`config.mk`:
```
export PLATFORM = sky130hd
export DESIGN_NAME = fetch_unit_flat
export DESIGN_NICKNAME = d
export VERILOG_FILES = /design/src/rtl/fetch_unit_if.sv /design/src/rtl/fetch_unit.sv /design/src/flat_wrapper.sv
export SDC_FILE = /design/constraint.sdc
export NUM_CORES = 1
export LEC_CHECK = 0
export ABC_AREA = 1
export BUFFER_PORTS_ARGS = -buffer_cell sky130_fd_sc_hd__buf_2
export CAP_MARGIN = 40
export CORE_MARGIN = 2
export CORE_UTILIZATION = 35
export CTS_CLUSTER_SIZE = 40
export DETAILED_ROUTE_END_ITERATION = 8
export PLACE_DENSITY = 0.63
export SYNTH_ARGS = -nofsm -noshare
export SYNTH_HDL_FRONTEND = slang
export SYNTH_SLANG_ARGS = --single-unit
```
`constraint.sdc`:
```
create_clock -name clk -period 5.18 [get_ports clk]
set_clock_uncertainty 0.1 [all_clocks]
set_input_delay 0.777 -clock clk [delete_from_list [all_inputs] [get_ports clk]]
set_output_delay 0.777 -clock clk [all_outputs]
set_load 0.02 [all_outputs]
```
`src/rtl/fetch_unit_if.sv`:
```
// Fetch-unit bus bundle: instruction-memory request/ack and decode hand-off.
// The master side is the fetch stage; the slave side is memory plus decode.
interface fetch_unit_if;
    logic        imem_req;
    logic [31:0] imem_addr;
    logic        imem_ack;
    logic [31:0] imem_rdata;
    logic        instr_valid;
    logic [31:0] instr;
    logic [31:0] instr_pc;
    logic        id_ready;

    modport master (
        output imem_req,
        output imem_addr,
        input  imem_ack,
        input  imem_rdata,
        output instr_valid,
        output instr,
        output instr_pc,
        input  id_ready
    );

    modport slave (
        input  imem_req,
        input  imem_addr,
        output imem_ack,
        output imem_rdata,
        input  instr_valid,
        input  instr,
        input  instr_pc,
        output id_ready
    );
endinterface

```
`src/rtl/fetch_unit.sv`:
```
// Instruction fetch stage: owns the PC, fetches one word at a time and
// holds it for decode; an illegal fetch address parks the unit in FAULT.
module fetch_unit #(
    parameter logic [31:0] RESET_PC = 32'h0000_3000,
    parameter logic [31:0] IMEM_LO  = 32'h0000_3000,
    parameter logic [31:0] IMEM_HI  = 32'h0000_6FFC
) (
    input  logic         clk,
    input  logic         reset_n,
    input  logic [31:0]  npc,
    output logic [31:0]  pc,
    output logic [31:0]  pc4,
    output logic         fetch_fault,
    output logic [31:0]  retire_cnt,
    fetch_unit_if.master fif
);

    typedef enum logic [1:0] {
        IDLE,
        FETCH,
        HOLD,
        FAULT
    } state_t;

    state_t      state_q;
    state_t      state_d;
    logic [31:0] pc_q;
    logic [31:0] pc_d;
    logic [31:0] instr_q;
    logic [31:0] instr_d;
    logic [31:0] ipc_q;
    logic [31:0] ipc_d;
    logic [31:0] cnt_q;
    logic [31:0] cnt_d;

    function automatic logic legal(input logic [31:0] a);
        return (a[1:0] == 2'b00) && (a >= IMEM_LO) && (a <= IMEM_HI);
    endfunction

    always_ff @(posedge clk or negedge reset_n) begin
        if (!reset_n) begin
            state_q <= IDLE;
            pc_q    <= RESET_PC;
            instr_q <= '0;
            ipc_q   <= '0;
            cnt_q   <= '0;
        end else begin
            state_q <= state_d;
            pc_q    <= pc_d;
            instr_q <= instr_d;
            ipc_q   <= ipc_d;
            cnt_q   <= cnt_d;
        end
    end

    always_comb begin
        state_d = state_q;
        pc_d    = pc_q;
        instr_d = instr_q;
        ipc_d   = ipc_q;
        cnt_d   = cnt_q;
        unique case (state_q)
            IDLE: begin
                state_d = legal(pc_q) ? FETCH : FAULT;
            end
            FETCH: begin
                if (fif.imem_ack) begin
                    instr_d = fif.imem_rdata;
                    ipc_d   = pc_q;
                    state_d = HOLD;
                end
            end
            HOLD: begin
                // npc only matters on the retire edge
                if (fif.id_ready) begin
                    pc_d    = npc;
                    cnt_d   = cnt_q + 32'd1;
                    state_d = legal(npc) ? FETCH : FAULT;
                end
            end
            FAULT: begin
                state_d = FAULT;
            end
        endcase
    end

    assign pc              = pc_q;
    assign pc4             = pc_q + 32'd4;
    assign retire_cnt      = cnt_q;
    assign fetch_fault     = (state_q == FAULT);
    assign fif.imem_req    = (state_q == FETCH);
    assign fif.imem_addr   = pc_q;
    assign fif.instr_valid = (state_q == HOLD);
    assign fif.instr       = instr_q;
    assign fif.instr_pc    = ipc_q;

endmodule
```
`src/flat_wrapper.sv`:
```
// flat-port wrapper written by rule: the top's interface ports become plain ports
module fetch_unit_flat 
#(
    parameter logic [31:0] RESET_PC = 32'h0000_3000,
    parameter logic [31:0] IMEM_LO  = 32'h0000_3000,
    parameter logic [31:0] IMEM_HI  = 32'h0000_6FFC
)
  (clk, reset_n, npc, pc, pc4, fetch_fault, retire_cnt, fif_imem_req, fif_imem_addr, fif_imem_ack, fif_imem_rdata, fif_instr_valid, fif_instr, fif_instr_pc, fif_id_ready);
  fetch_unit_if fif_i ();
  input  logic clk;
  input  logic reset_n;
  input  logic [31:0] npc;
  output logic [31:0] pc;
  output logic [31:0] pc4;
  output logic fetch_fault;
  output logic [31:0] retire_cnt;
  output wire logic [$bits(fif_i.imem_req)-1:0] fif_imem_req;
  output wire logic [$bits(fif_i.imem_addr)-1:0] fif_imem_addr;
  input wire logic [$bits(fif_i.imem_ack)-1:0] fif_imem_ack;
  input wire logic [$bits(fif_i.imem_rdata)-1:0] fif_imem_rdata;
  output wire logic [$bits(fif_i.instr_valid)-1:0] fif_instr_valid;
  output wire logic [$bits(fif_i.instr)-1:0] fif_instr;
  output wire logic [$bits(fif_i.instr_pc)-1:0] fif_instr_pc;
  input wire logic [$bits(fif_i.id_ready)-1:0] fif_id_ready;
  assign fif_imem_req = fif_i.imem_req;
  assign fif_imem_addr = fif_i.imem_addr;
  assign fif_i.imem_ack = fif_imem_ack;
  assign fif_i.imem_rdata = fif_imem_rdata;
  assign fif_instr_valid = fif_i.instr_valid;
  assign fif_instr = fif_i.instr;
  assign fif_instr_pc = fif_i.instr_pc;
  assign fif_i.id_ready = fif_id_ready;
  fetch_unit #(.RESET_PC(RESET_PC), .IMEM_LO(IMEM_LO), .IMEM_HI(IMEM_HI)) u_core (.clk(clk), .reset_n(reset_n), .npc(npc), .pc(pc), .pc4(pc4), .fetch_fault(fetch_fault), .retire_cnt(retire_cnt), .fif(fif_i));
endmodule
```
# Word-level counts from Yosys, hierarchy flattened
# Cells that the tools add are included.
[word_totals] reg_bits=130 in_bits=68 output_inout_bits=195
[classes] addsub=2 n_lt_le_gt_ge=4 n_eq_ne=5 mux=5 n_reduce_logical=10
[op_table] operator="greater-or-equal comparator 32 x 14 -> 1 bit, second input constant" n=2
[op_table] operator="less-or-equal comparator 32 x 15 -> 1 bit, second input constant" n=2
[op_table] operator="adder 32 x 1 -> 32 bit, second input constant" n=1
[op_table] operator="adder 32 x 3 -> 32 bit, second input constant" n=1
[op_table] operator="two-way mux 2 bit" n=4
[op_table] operator="one-hot mux 2 bit (4 select lines)" n=1
[op_table] operator="logical NOT 2 bit" n=3
[op_table] operator="AND reduction 2 bit" n=3
[op_table] operator="== test 2 bit, second input constant" n=2
[op_table] operator="logical AND 1 bit" n=4
[op_table] operator="!= test 2 x 1 -> 1 bit, second input constant" n=2
[op_table] operator="== test 2 x 1 -> 1 bit, second input constant" n=1

# Depth between registers and ports, before layout
# Gate-level depths: netlist (run 1).
[logic_depth] ltp_word=6 depth_mapped=10

# Worst setup path after synthesis (run 1)
# OpenSTA, ideal clock, no wires.
[synth_path] kind="flip-flop to output port" start="reg u_core.pc_q[2] (netlist: u_core.fif.imem_addr[2])" end="out pc4[20]" arrival_ns=1.675 required_ns=4.303 path_slack_ns=2.628 path_stages_with_launch=8 path_cell_list="dfrtp_1 > ha_1 > nand2_1 > nor2_1 > nand2_1 > inv_1 > nand4_1 > xor2_1"
[synth_between] elab_chain_len=1
[synth_lines] item="start, declared" line_no="fetch_unit.sv:27" source="logic [31:0] pc_q;"
[synth_lines] item="start signal, assigned" line_no="fetch_unit.sv:49" source="pc_q <= pc_d;"
[synth_lines] item="adder 32 x 3 -> 32 bit" line_no="fetch_unit.sv:88" source="assign pc4 = pc_q + 32'd4;"
[synth_lines] item="end, declared" line_no="flat_wrapper.sv:14" source="output logic [31:0] pc4;"
# Every way passes these cells.

# Final worst setup path (run 1)
[layout_path] start="reg u_core.pc_q[2] (netlist: u_core.fif.imem_addr[2])" end="out pc4[22]"
# Same word-level chain as after synthesis.

==> results of run 1 <==
## layer usage
metal | share of wire | up-vias
met5 | 0.00063 | -
met4 | 0.026 | 2
met3 | 0.077 | 37
met2 | 0.47 | 258
met1 | 0.43 | 2860
li1 | - | 3066
## stage by stage
step | hold WS [ps] | setup slack, ps | total power, mW | util | cell area, sq um
after CTS | 341 | 2020 | 3.23 | 0.463 | 8710
after detailed placement | 370 | 2470 | 1.91 | 0.429 | 8070
final | 286 | 2000 | 3.20 | 0.463 | 8720
after floorplan | 381 | 2630 | 1.65 | - | 6740
after global placement | 365 | 2590 | 1.91 | 0.429 | 8070
after global routing | 360 | 1800 | 3.34 | 0.463 | 8720
## kinds of logic (layout without fill, tap and decap cells)
family / count (synthesis) / after routing / share of synthesized area
muxes: 32 / 32 / 0.0535
adders and majority gates: 3 / 3 / 0.00557
buffers and inverters: 127 / 370 / 0.0921
and+or+nand+nor: 439 / 439 / 0.267
other: 0 / 2 / 0
DFF: 130 / 130 / 0.483
xor gates and xnor gates: 37 / 37 / 0.0481
AOI/OAI and AO/OA: 68 / 68 / 0.0505
## state kept, by name, summed over array words and instances (netlist names)
name and count:
u_core.fif.instr 32, u_core.retire_cnt 32, u_core.fif.imem_addr 32, u_core.state_q 2
u_core.fif.instr_pc 32
## cell usage in the layout, fill, tap and decap left out, drive strengths merged
master,n
nor3,18
diode,2
o21ai,68
nand3b,3
nor2,105
nand4,8
dfrtp,128
nor3b,1
and2,1
mux2,32
clkinv,5
clkinvlp,2
or2,1
nand3,32
nand2,269
buf,265
ha,3
clkbuf,18
inv,75
xnor2,6
xor2,31
dfstp,2
bufinv,5
and3,1
## worst register-to-register path: stages, from the launching register on
cell,delay (ps)
dfrtp_1,380
inv_1,150
nor2_2,90
nand2_4,520
buf_4,470
mux2_2,390
## layout make-up
cell class | instances | area [sq um] | share of cell area
well taps | 260 | 325 | 0.0373
flip-flops and latches | 130 | 3260 | 0.374
inverters | 74 | 278 | 0.0319
clock buffers | 18 | 429 | 0.0492
diodes | 2 | 5.00 | 0.000574
repair buffers | 265 | 1340 | 0.154
clock inverters | 13 | 210 | 0.0241
multi-input cells | 579 | 2870 | 0.330
## power by group through the flow
stage                     clock, mW  combinational [mW]  sequential, mW
after global placement            0               0.714            1.20
after CTS                      1.33               0.714            1.19
final                          1.30               0.711            1.19
after global routing           1.37               0.766            1.20
after floorplan                   0               0.378            1.27
after detailed placement          0               0.711            1.20
## worst max-delay path by stage
stage | slack, ps | startpoint | endpoint
after CTS | 2020 | u_core.fif.imem_addr[2] | pc4[22]
after global routing | 1800 | u_core.fif.imem_addr[2] | pc4[22]
final | 2000 | u_core.fif.imem_addr[2] | pc4[22]
after detailed placement | 2470 | u_core.fif.imem_addr[2] | pc4[22]
after floorplan | 2630 | u_core.fif.imem_addr[2] | pc4[20]
after global placement | 2590 | u_core.fif.imem_addr[2] | pc4[22]
==> reports/qor.txt, run 1 <==
VDD IR max = 216 uV
met2 GRT Util = 0.318
Syn Area/Cell = 8.06 sq um
ys flop type = dfrtp_1
r2r startpoint = u_core.state_q[0]
Wirelength per Cell = 15.5 um
vias in the first global route = 5607
final period utilization = 0.613
Sw Share = 0.326
vias = 6223
post-synth top area cell = dfrtp_1
Syn Nets = 907
initial antenna violation count = 3
CP max FO = 6
width of the die = 143 um
Gate Count Post-Synth = 836
Buf/Inv on CP = 2
GRT met1 Usage = 0.260
Post-route DRC = 0
Setup TNS = 0 ps
Max Freq = 315 MHz
CTS buffer count = 17
CTS Buffer Depth = 2
Root Driver = clkbuf_16
Net Sw Power = 1.04 mW
leakage power = 4.61 nW
Synth area leaders = dfrtp_1 (48%), nand2_1 (15%), nor2_1 (5.6%)
Netlist cell types = 26
Crit Path Category = flip-flop to output port
Synth top area share = 0.475
Slowest Stage Delay on Critical Path = 430 ps
final instance count without filler cells = 1341
status = finished clean
Die H = 143 um
cell repeated most along the worst path = nand2_1
Logic pwr share = 0.222
PD cells = 367 nW/um^2
GRT Residual Overflow = 0
first-pass GRT wire length = 31000 um
slew of the pin with the lowest slew margin = 801 ps
r2r setup slk = 2950 ps
Tmin final = 3180 ps
Reg2Reg Capture Point = u_core.fif.instr[6]
All-Layer GR Usage = 0.199
routability cong. = 1.00
Clk Latency, worst-skew pair = 410 ps
P_int = 2.16 mW
cell depth of the worst flop-to-flop path = 5
global-route met3 utilization = 0.0510
busiest layer in global routing = met2
CTS tree = yes
delay-heaviest family, CP = simple AND/OR/NAND/NOR gates
Pre-Repair DR Iteration Count = 6
CP endpoint kind = output port
IO Port Bufs = 262
RSZ-0062 raised after global routing = false
YS warnings = 0
Setup Fix Bufs, Post-CTS = 0
Async SR Flop Fraction = 1.00
layout cells sized above 1 = 0.316
most frequent cell after synthesis = nand2_1
Fillers = 1903
hpwl dp = 16200 um
Worst Hold Class = primary input to asynchronous set/reset pin
post-cts resize count = 0
final hold vios = 0
largest net degree at the start of global routing = 86
data arrival time of the critical path = 2300 ps
slowest stage cell, crit path = dfrtp_1
Clock Power Share = 0.407
clk sinks = 130
Worst-path clk slew = 60 ps
Inst Count DP = 1308
DR iter-0 viols = 386
Post-synth top cells = nand2_1 (268), dfrtp_1 (128), nor2_1 (100)
CP required = 4300 ps
final setup vio count = 0
Post-synth EDFFs = 0
CTS hold repair buffers = 0
Yosys reg bits = 130
CORE AREA = 18800 sq um
Post-Syn Area = 6740 sq um
Net count, final = 1138
crit path launch type = flip-flop
die area = 20400 sq um
row count = 50
Slew Limit Headroom = 0.466
max cap viols = 0
io pins = 263
sequential power share = 0.370
Post-Route WL = 20700 um
post-DR vias/cell = 4.64
Seq/Total Area, Yosys = 0.483
# H-tree levels = 4
Initial Util = 0.358
Final ANT Viol Nets = 0
Slew Limit Fails = 0
worst-path cell chain = ha_1 -> nand2_1 -> nor2_1 -> nand2_1 -> inv_1 -> nand4_1 -> o21ai_0 -> nand2_1 -> buf_2
Crit path depth = 9
Layout area overhead = 29.3%
Power figures use the tool's default switching activity.
==> run 2, diff against run 1 <==
--- a/config.mk
+++ b/config.mk
@@ -5,14 +5,14 @@
 export SDC_FILE = /design/constraint.sdc
 export NUM_CORES = 1
 export LEC_CHECK = 0
-export ABC_AREA = 1
+export ABC_AREA = 0
 export BUFFER_PORTS_ARGS = -buffer_cell sky130_fd_sc_hd__buf_2
 export CAP_MARGIN = 40
 export CORE_MARGIN = 2
 export CORE_UTILIZATION = 35
 export CTS_CLUSTER_SIZE = 40
 export DETAILED_ROUTE_END_ITERATION = 8
-export PLACE_DENSITY = 0.63
+export PLACE_DENSITY = 0.66
 export SYNTH_ARGS = -nofsm -noshare
 export SYNTH_HDL_FRONTEND = slang
 export SYNTH_SLANG_ARGS = --single-unit
==> constraint.sdc (replaced) <==
create_clock -name clk -period 2.6 [get_ports clk]
set_clock_uncertainty 0.1 [all_clocks]
set_input_delay 0.39 -clock clk [delete_from_list [all_inputs] [get_ports clk]]
set_output_delay 0.39 -clock clk [all_outputs]
set_load 0.02 [all_outputs]
==> run 2 against run 1 <==
Net effect:
- sequential share of layout area up 1.6 points
- global-route usage decreased by 1.3 points
- area after synthesis down 11%
- sequential power grew 90%
- register-to-register slack worse by 2400 ps
- die area decreased by 10%
- synthesized cell count down 36%
- highest routed layer is now met4
- hold slack got worse by 210 ps
- via count is 21% lower
- the run now ends with setup timing left
- clock-buffer cell count did not move
- wire length is 18% lower
- non-clock buffer count up 30
==> reports/qor.txt, run 2 <==
vias = 4908 (-21%)
CTS tree = yes
io pins = 263 (unchanged)
Final Core Density = 0.501 (+0.0385)
Clock Power Share = 0.469 (+0.062)
Worst-path clk slew = 50 ps (about the same)
CORE AREA = 16700 sq um (-11%)
Netlist cell types = 41 (+58%)
initial antenna violation count = 0 (-3)
Fillers = 1544 (-19%)
# H-tree levels = 4 (unchanged)
Wirelength per Cell = 16.4 um (+6.2%)
Synth area leaders = dfrtp_1 (53%), mux2_2 (11%), nand2_1 (7.6%)
Crit Path Category = flip-flop to output port
post-DR vias/cell = 4.75 (+2.3%)
final period utilization = 1.03
YS warnings = 0 (unchanged)
PD cells = 740 nW/um^2 (+100%)
Layout area overhead = 39.0%
post-synth top area cell = dfrtp_1
most frequent cells in the layout = buf_2 (254), nand2_1 (121), dfrtp_1 (121)
layout cells sized above 1 = 0.512 (+0.196)
Net Sw Power = 1.65 mW (+58%)
routed wl met2 = 8200 um (-16%)
Seq/Total Area, Yosys = 0.540 (+0.0574)
Synth top area share = 0.532 (+0.0564)
max cap viols = 0 (unchanged)
slowest stage cell, crit path = dfstp_2
Yosys reg bits = 130 (unchanged)
largest net degree at the start of global routing = 49 (-43%)
Syn Area/Cell = 11.2 sq um (+39%)
Pre-Repair DR Iteration Count = 4 (-2)
cell depth of the worst flop-to-flop path = 4 (-1)
Logic pwr share = 0.165 (-0.057)
Slew Limit Fails = 0 (unchanged)
most frequent cell after synthesis = dfrtp_1
r2r startpoint = u_core.state_q[1]
IO Port Bufs = 262 (unchanged)
Die H = 135 um (-5.3%)
P_int = 4.54 mW (+110%)
slew of the pin with the lowest slew margin = 490 ps (-311 ps)
failing checks = setup timing
Slew Limit Headroom = 0.673 (+0.207)
CP Launch Point = u_core.fif.imem_addr[13]
CP endpoint kind = output port
Max Freq = 374 MHz
width of the die = 135 um (-5.3%)
Tmin final = 2680 ps
status = finished with violations
data arrival time of the critical path = 2190 ps (-110 ps)
die area = 18300 sq um (-10%)
Post-Route WL = 17000 um (-18%)
RSZ-0062 raised after global routing = true
All-Layer GR Usage = 0.187 (-0.0128)
CP max FO = 5 (-1)
vias in the first global route = 4757 (-15%)
worst hold slack = 75.0 ps (-211 ps)
commonest non-fill, non-tap cell in the layout = buf_2
CTS Buffer Depth = 2 (unchanged)
Post-synth EDFFs = 0 (unchanged)
final hold vios = 0 (unchanged)
first-pass GRT wire length = 26100 um (-16%)
Async SR Flop Fraction = 1.00 (unchanged)
CTS buffer count = 17 (unchanged)
Sw Share = 0.266 (-0.0593)
VDD IR max = 417 uV (+93%)
Syn Nets = 608 (-33%)
worst-path cell chain = and4_4 -> nand4_4 -> or2_4 -> nor3_4 -> xor2_2 -> buf_6
Detail Route met3 WL = 982 um (-39%)
r2r setup slk = 580 ps (-2370 ps)
crit path launch type = flip-flop
Root Driver = clkbuf_16
Final ANT Viol Nets = 0 (unchanged)
leakage power = 4.60 nW (-0.39%)
hpwl dp = 12400 um (-23%)
routability cong. = 0.850 (-15%)
ant diodes = 0 (-2)
DR iter-0 viols = 202 (-48%)
Initial Util = 0.361 (+0.00280)
Net count, final = 872 (-23%)
Slowest Stage Delay on Critical Path = 530 ps (+100 ps)
sequential power share = 0.365 (-0.005)
GRT Residual Overflow = 0 (unchanged)
Clk Latency, worst-skew pair = 410 ps (about the same)
ys flop type = dfrtp_1
uppermost layer routed = met4
CP required = 2110 ps (-2190 ps)
critical path endpoint = pc4[24]
Gate Count Post-Synth = 537 (-36%)
Setup WS post-layout = -75.6 ps (-2080 ps)
Post-Syn Area = 6030 sq um (-11%)
Routed met1 length = 7490 um (-16%)
Post-route DRC = 0 (unchanged)
clk sinks = 130 (unchanged)
row count = 47 (-6.0%)
final setup vio count = 4 (+4)
Reg2Reg Capture Point = u_core.fif.instr[24]
Worst Hold Class = primary input to flip-flop
Post-synth top cells = dfrtp_1 (128), nand2_1 (122), mux2_2 (60)
run 2: cell count changes in the layout (fill, tap and decap cells not counted), sizes merged, moves of 20 or more:
cell / change
nand2: -147
nor2: -95
inv: -70
o21ai: -59
xnor2: +42
buf: +29
mux2: +28
xor2: -20
run 2: per-layer routing:
metal | track usage | vias up
li1 | - | 2307
met1 | 0.244 | 2419
met2 | 0.301 | 163
met3 | 0.0498 | 19
met4 | 0.0637 | 0
met5 | 0 | -
run 2: worst min path at each step:
stage	startpoint	endpoint	slack (ps)	cells past startpoint
final	npc[9]	u_core.fif.imem_addr[9]	70	3
after global routing	npc[2]	u_core.fif.imem_addr[2]	70	3
after CTS	npc[9]	u_core.fif.imem_addr[9]	60	3
after detailed placement	reset_n	u_core.fif.instr_pc[20]	260	1
after global placement	reset_n	u_core.fif.instr_pc[20]	260	1
after floorplan	reset_n	u_core.fif.imem_addr[0]	-6	0
run 2: cell families after synthesis:
kind of cell    share of synthesized area
simple gates                        0.181
flops                               0.540
mux                                 0.112
xor+xnor                           0.0858
buf+inv                            0.0581
compound gates                     0.0162
fa+ha+maj                         0.00623
run 2: layout make-up:
type | count | area [sq um] | area share
clock buffers | 18 | 439 | 0.0525
clock inverters | 14 | 283 | 0.0338
inverters | 5 | 18.8 | 0.00224
multi-input cells | 352 | 2470 | 0.295
flip-flops and latches | 130 | 3260 | 0.390
well taps | 220 | 275 | 0.0329
repair buffers | 295 | 1630 | 0.194
run 2: power by group through the flow:
stage	registers, mW	logic (mW)	clock network (mW)
2_1_floorplan	2.45	0.435	0
3_3_place_gp	2.30	0.981	0
3_5_place_dp	2.30	0.987	0
4_1_cts	2.26	1.01	2.96
5_1_grt	2.28	1.10	3.06
6_report	2.26	1.02	2.91
run 2: critical path: cells and delay by family, from the launching register on:
kind / cells / cell delay [ps]
flip-flops: 1 / 530
buffers and inverters: 1 / 150
XOR/XNOR: 1 / 220
AND/OR/NAND/NOR: 4 / 870
run 2: stage by stage:
stage	std cells	instance area, sq um	setup TNS (ps)	setup slack (ps)	power (mW)
3_5_place_dp	990	7490	0	292	3.29
4_1_cts	1031	8310	-113	-55.4	6.24
6_report	1034	8370	-110	-75.6	6.19
2_1_floorplan	537	6030	0	235	2.89
3_3_place_gp	990	7490	0	343	3.28
5_1_grt	1034	8370	-1060	-132	6.44
run 2: timing repair:
item / 4_1_cts / 5_1_grt
buffers inserted: 8 / 3
endpoints found under the hold margin: 46 / 0
gates resized for setup: 12 / 12
hold buffers: 1 / 0
pin swaps: 8 / 5
endpoints found under the setup margin: 19 / 14
